`config.mk`:
```
export PLATFORM = sky130hd
export DESIGN_NAME = microsequencer_flat
export DESIGN_NICKNAME = d
export VERILOG_FILES = /design/src/rtl/ucode_pkg.sv /design/src/rtl/microsequencer_if.sv /design/src/rtl/microsequencer_tstate_counter.sv /design/src/rtl/microsequencer.sv /design/src/flat_wrapper.sv
export SDC_FILE = /design/constraint.sdc
export NUM_CORES = 1
export LEC_CHECK = 0
export ABC_AREA = 1
export BUFFER_PORTS_ARGS = -buffer_cell sky130_fd_sc_hd__buf_2
export CORE_MARGIN = 4
export CORE_UTILIZATION = 29
export CTS_CLUSTER_DIAMETER = 80
export DETAILED_ROUTE_END_ITERATION = 12
export PLACE_DENSITY = 0.75
export RECOVER_POWER = 25
export SYNTH_ARGS = -nofsm -noshare
export SYNTH_HDL_FRONTEND = slang
export SYNTH_SLANG_ARGS = --single-unit
```
`constraint.sdc`:
```
create_clock -name clk -period 1 [get_ports clk]
set_input_delay 0.05 -clock clk [delete_from_list [all_inputs] [get_ports clk]]
set_output_delay 0.05 -clock clk [all_outputs]
set_load 0.05 [all_outputs]
```
`src/rtl/ucode_pkg.sv`:
```
// Shared microcode definitions: microinstruction field positions, bus codes
// and the two hardwired fetch words used by the microsequencer.
package ucode_pkg;

    localparam int EO_BAR_BIT  = 15;
    localparam int RT_BIT      = 11;
    localparam int PP_BIT      = 10;
    localparam int HALT_BIT    = 0;

    localparam int BUS_OUT_LSB = 12;
    localparam int BUS_IN_LSB  = 5;

    localparam int PO = 0;
    localparam int MO = 3;
    localparam int AI = 1;
    localparam int II = 2;

    // Built from fields so the encoding stays self-documenting: 16'h8020 and 16'hB440.
    localparam logic [15:0] FETCH_T0 = 16'(1 << EO_BAR_BIT)
                                     | 16'(PO << BUS_OUT_LSB)
                                     | 16'(AI << BUS_IN_LSB);
    localparam logic [15:0] FETCH_T1 = 16'(1 << EO_BAR_BIT)
                                     | 16'(MO << BUS_OUT_LSB)
                                     | 16'(1 << PP_BIT)
                                     | 16'(II << BUS_IN_LSB);

endpackage

```
`src/rtl/microsequencer_if.sv`:
```
// Microsequencer-facing bus: opcode/ROM/ready inputs and the uinstr outputs
// that feed the control decoder.
interface microsequencer_if #(
    parameter int OPCODE_W = 8,
    parameter int T_W      = 3,
    parameter int UINSTR_W = 16
);
    logic [OPCODE_W-1:0]     opcode;
    logic [UINSTR_W-1:0]     rom_data;
    logic                    ready;
    logic [OPCODE_W+T_W-1:0] rom_addr;
    logic [UINSTR_W-1:0]     uinstr;
    logic [T_W-1:0]          tstate;
    logic                    instr_start;
    logic                    halted;

    modport master (
        input  opcode, rom_data, ready,
        output rom_addr, uinstr, tstate, instr_start, halted
    );

    modport slave (
        output opcode, rom_data, ready,
        input  rom_addr, uinstr, tstate, instr_start, halted
    );
endinterface

```
`src/rtl/microsequencer_tstate_counter.sv`:
```
// T-state counter: synchronous clear, advance enable, early restart (RT) and
// natural wrap from the last T-state back to zero.
module tstate_counter #(
    parameter int T_W = 3
) (
    input  logic           clk,
    input  logic           srst,
    input  logic           en,
    input  logic           restart,
    output logic [T_W-1:0] count
);
    logic [T_W-1:0] count_reg;
    logic [T_W-1:0] count_next;

    always_comb begin
        count_next = count_reg;
        if (en) begin
            if (restart || count_reg == {T_W{1'b1}}) begin
                count_next = '0;
            end else begin
                count_next = count_reg + T_W'(1);
            end
        end
    end

    always_ff @(posedge clk) begin
        if (srst) begin
            count_reg <= '0;
        end else begin
            count_reg <= count_next;
        end
    end

    assign count = count_reg;
endmodule

```
`src/rtl/microsequencer.sv`:
```
// Microsequencer: T-state sequencing, fetch-word injection and RT decode.
// Optional halt-on-bit-0 behaviour is enabled by defining MICROSEQ_HALT_EN.
module microsequencer
    import ucode_pkg::*;
#(
    parameter int OPCODE_W = 8,
    parameter int T_W      = 3,
    parameter int UINSTR_W = 16
) (
    input  logic             clk,
    input  logic             reset,
    microsequencer_if.master bus
);
    logic [T_W-1:0]      tstate;
    logic [UINSTR_W-1:0] uinstr;
    logic                rt;
    logic                rom_phase;
    logic                halted_reg;
    logic                adv_en;

    assign rom_phase = (tstate >= T_W'(2));

    always_comb begin
        uinstr = bus.rom_data;
        if (tstate == T_W'(0)) begin
            uinstr = UINSTR_W'(FETCH_T0);
        end else if (tstate == T_W'(1)) begin
            uinstr = UINSTR_W'(FETCH_T1);
        end
    end

    // RT only counts when EO_bar is high; the bit is shared with another field otherwise.
    assign rt     = uinstr[EO_BAR_BIT] & uinstr[RT_BIT];
    assign adv_en = bus.ready & ~halted_reg;

    tstate_counter #(
        .T_W(T_W)
    ) u_tstate_counter (
        .clk    (clk),
        .srst   (reset),
        .en     (adv_en),
        .restart(rt),
        .count  (tstate)
    );

`ifdef MICROSEQ_HALT_EN
    // The halting edge still advances tstate because adv_en uses the old halted_reg.
    always_ff @(posedge clk) begin
        if (reset) begin
            halted_reg <= 1'b0;
        end else if (bus.ready && rom_phase && uinstr[HALT_BIT]) begin
            halted_reg <= 1'b1;
        end
    end
`else
    logic unused_rom_phase;
    assign unused_rom_phase = rom_phase;
    assign halted_reg       = 1'b0;
`endif

    assign bus.rom_addr    = {bus.opcode, tstate};
    assign bus.uinstr      = uinstr;
    assign bus.tstate      = tstate;
    assign bus.instr_start = (tstate == T_W'(0));
    assign bus.halted      = halted_reg;
endmodule
```
`src/flat_wrapper.sv`:
```
// flat-port wrapper written by rule: the top's interface ports become plain ports
module microsequencer_flat import ucode_pkg::*;
#(
    parameter int OPCODE_W = 8,
    parameter int T_W      = 3,
    parameter int UINSTR_W = 16
)
  (clk, reset, bus_opcode, bus_rom_data, bus_ready, bus_rom_addr, bus_uinstr, bus_tstate, bus_instr_start, bus_halted);
  microsequencer_if #(.OPCODE_W(OPCODE_W), .T_W(T_W), .UINSTR_W(UINSTR_W)) bus_i ();
  input  logic clk;
  input  logic reset;
  input wire logic [$bits(bus_i.opcode)-1:0] bus_opcode;
  input wire logic [$bits(bus_i.rom_data)-1:0] bus_rom_data;
  input wire logic [$bits(bus_i.ready)-1:0] bus_ready;
  output wire logic [$bits(bus_i.rom_addr)-1:0] bus_rom_addr;
  output wire logic [$bits(bus_i.uinstr)-1:0] bus_uinstr;
  output wire logic [$bits(bus_i.tstate)-1:0] bus_tstate;
  output wire logic [$bits(bus_i.instr_start)-1:0] bus_instr_start;
  output wire logic [$bits(bus_i.halted)-1:0] bus_halted;
  assign bus_i.opcode = bus_opcode;
  assign bus_i.rom_data = bus_rom_data;
  assign bus_i.ready = bus_ready;
  assign bus_rom_addr = bus_i.rom_addr;
  assign bus_uinstr = bus_i.uinstr;
  assign bus_tstate = bus_i.tstate;
  assign bus_instr_start = bus_i.instr_start;
  assign bus_halted = bus_i.halted;
  microsequencer #(.OPCODE_W(OPCODE_W), .T_W(T_W), .UINSTR_W(UINSTR_W)) u_core (.clk(clk), .reset(reset), .bus(bus_i));
endmodule
```
==> impl_metrics.toml <==
[cts]
root_buffer = "clkbuf_4"
cts_max_level = 1
cts_tree = "done"
cts_buffers = 3
clk_latency_ps = 240
cts_sinks = 3
ctsLongestPathBuffers = 2
path_clk_slew_ps = 40

[sta]
hold_viol = 0
setup_tns_ps = -6410
setup_viol = 20
period_needed_ps = 1350
max_clock_freq_mhz = 739
slew_viol_final = 0
hold_slack_ps = 36.6
skew_ps = 1.25
fin_ws_ps = -353
fin_crit_sh_pct = 135
rsz0062_at_grt = "true"

[logic_synthesis]
syn-num-nets = 106
synth.most_common_cell = "nand2_1"
ys_top_cells_by_count = "14 x nand2_1, 13 x buf_4, 11 x nor2_1, 9 x nor2_2, 6 x inv_1"
synth_edf_count = 0
yosys.area.top_type_share_pct = 19.8
synth_seq_area_share_pct = 12.2
netlist_top_cells_area = "buf_4 20%, dfxtp_1 12%, nor2_2 11%, nand2_1 11%, ha_1 10%"
ys_async_sr_fraction_pct = 0
yosysWarnings = 0
synth_top_area_cell = "buf_4"
synth.cell_area_um2 = 493
synthFlopType = "dfxtp_1"
netlist_instances = 75
synth_cell_types = 17
syn_avg_cell_area_um2 = 6.57
ys_ff_latch = 3

[grt]
gr-total-overflow = 0
antenna_found_initial = 0
grt_pass1_wl_um = 2870
grt_util_all_layers_pct = 15.1
grt_max_degree = 16
grt_pass1_vias = 650

[finish]
fin_util_pct = 69.5
seq_area_um2 = 68.8
final_cell_area_um2 = 1080
largest_reg_flops = 3
layout-drive-gt1-share_pct = 84.5
num_antenna_cells = 0
num-fill-cells = 116
nets = 148
multi_input_area_um2 = 470
area_growth_pct = 120

[power]
seqPwrFrac_pct = 9.6
power_frac_comb_pct = 75.5
p_sw_share_pct = 52.9
ir_worst_vdd_uv = 723
power_density_nw_per_um2 = 1350
p_sw_w = 0.000774
power.internal_w = 0.000690
p_leak_nw = 0.506
p_clk_share_pct = 14.9

[floorplan]
die_w_um = 49.2
die-area_um2 = 2420
core_um2 = 1560
start_util_pct = 31.6
die_h_um = 49.2
io_pins = 59
row_count = 14

[detailed_routing]
wl_per_cell_um = 13.0
vias_per_cell = 4.64
ant_nets = 0
dr.pass1.iters = 2
wl_um = 1710
via_count = 612
drc = 0
drtIter0Drc = 6

[status]
violations = "negative setup slack"
run_status = "complete, but fails checks"

[placement]
port_buffers = 41
dpl_cell_area_um2 = 774
place.gp.congestion = 0.670
place_hpwl_um = 1100
pre_cts_ws_ps = -289

[setup_path]
endpoint_kind = "primary output"
worstPathMaxFanout = 5
cp-start-kind = "flip-flop"
cp.required_ps = 950
cp_data_arrival_time_ps = 1300
worstSetupPathType = "flip-flop to primary output"

[worst_hold_path]
min_path_type = "primary input to flip-flop"

[run]
cap_viol_max_count = 0
[layer usage]
metal | track usage (%) | wire length, um | part of all wire, % | vias up
li1 | - | - | - | 299
met1 | 14.2 | 654 | 38 | 269
met2 | 27.9 | 830 | 48 | 40
met3 | 6.12 | 204 | 12 | 4
met4 | 7.11 | 25 | 1.5 | 0
met5 | 0 | 0 | 0 | -
[power by group through the flow]
stage / combinational [W] / sequential [W] / clock (W)
2_1_floorplan: 0.000756 / 0.000181 / 0
3_3_place_gp: 0.000828 / 0.000141 / 0
3_5_place_dp: 0.000837 / 0.000141 / 0
4_1_cts: 0.00104 / 0.000141 / 0.000228
5_1_grt: 0.00116 / 0.000142 / 0.000239
6_report: 0.00111 / 0.000141 / 0.000218
[final timing paths]
path	slack (ps)	start	endpoint	cells past startpoint
setup reg to reg	-280	u_core.u_tstate_counter.count[1]	u_core.u_tstate_counter.count[1]	8
hold / removal	40	bus_ready	u_core.u_tstate_counter.count[2]	2
hold reg to reg	660	u_core.u_tstate_counter.count[0]	u_core.u_tstate_counter.count[0]	3
setup / recovery	-350	u_core.u_tstate_counter.count[1]	bus_uinstr[2]	7
[timing repair]
action,CTS,global route
gates resized for setup,57,14
pin swaps,7,3
setup buffers,2,0
endpoints found under the setup margin,24,24
gates cloned,1,1
endpoints found under the hold margin,1,0
hold buffers,1,0
[metrics by stage]
stage                     total power [W]  instances
after floorplan                  0.000937         75
after global placement           0.000969        123
after detailed placement         0.000979        123
after CTS                         0.00141        131
after global routing              0.00154        132
final                             0.00146        132
[cell usage in the layout, fill, tap and decap left out]
cell type      Yosys  routed
buf_2              0      18
nor2_4             0      14
buf_6              0      11
nand2_2            0       8
buf_4             13       8
buf_8              0       8
nand2_1           14       6
nor2_2             9       5
clkbuf_4           0       5
inv_1              6       3
nand3_2            0       3
inv_2              1       2
nand2_4            2       2
inv_6              0       2
o21ai_0            2       2
a21oi_2            1       2
ha_4               0       2
ha_1               4       2
dfxtp_4            0       2
inv_12             0       1
nand2_8            0       1
inv_4              1       1
nand4_4            0       1
nor2_1            11       1
a21oi_1            2       1
conb_1             1       1
clkbuf_1           0       1
dlygate4sd3_1      0       1
buf_12             1       1
dfxtp_2            0       1
[cell families after synthesis]
group	Yosys count	synth area share, %
flip-flops	3	12.2
AO/OA/AOI/OAI	5	5.84
adder cells (fa/ha/maj)	4	10.2
buffers and inverters	22	30.5
AND/OR/NAND/NOR	40	40.6
other	1	0.761
[final cells by class]
cell class,instances,area share (%)
Timing Repair inverter,1,0.808
Inverter,8,4.62
Multi-Input combinational cell,51,43.4
Timing Repair Buffer,49,40.5
Tap cell,16,1.85
Sequential cell,3,6.35
Clock buffer,4,2.42
[worst max-delay path: stages, from the launching register on]
cell     delay, ps
dfxtp_4        350
inv_4           40
ha_4           170
nand2_8         90
buf_12         120
nand2_2         50
nor2_4          80
buf_6          160
Power figures use the tool's default switching activity.
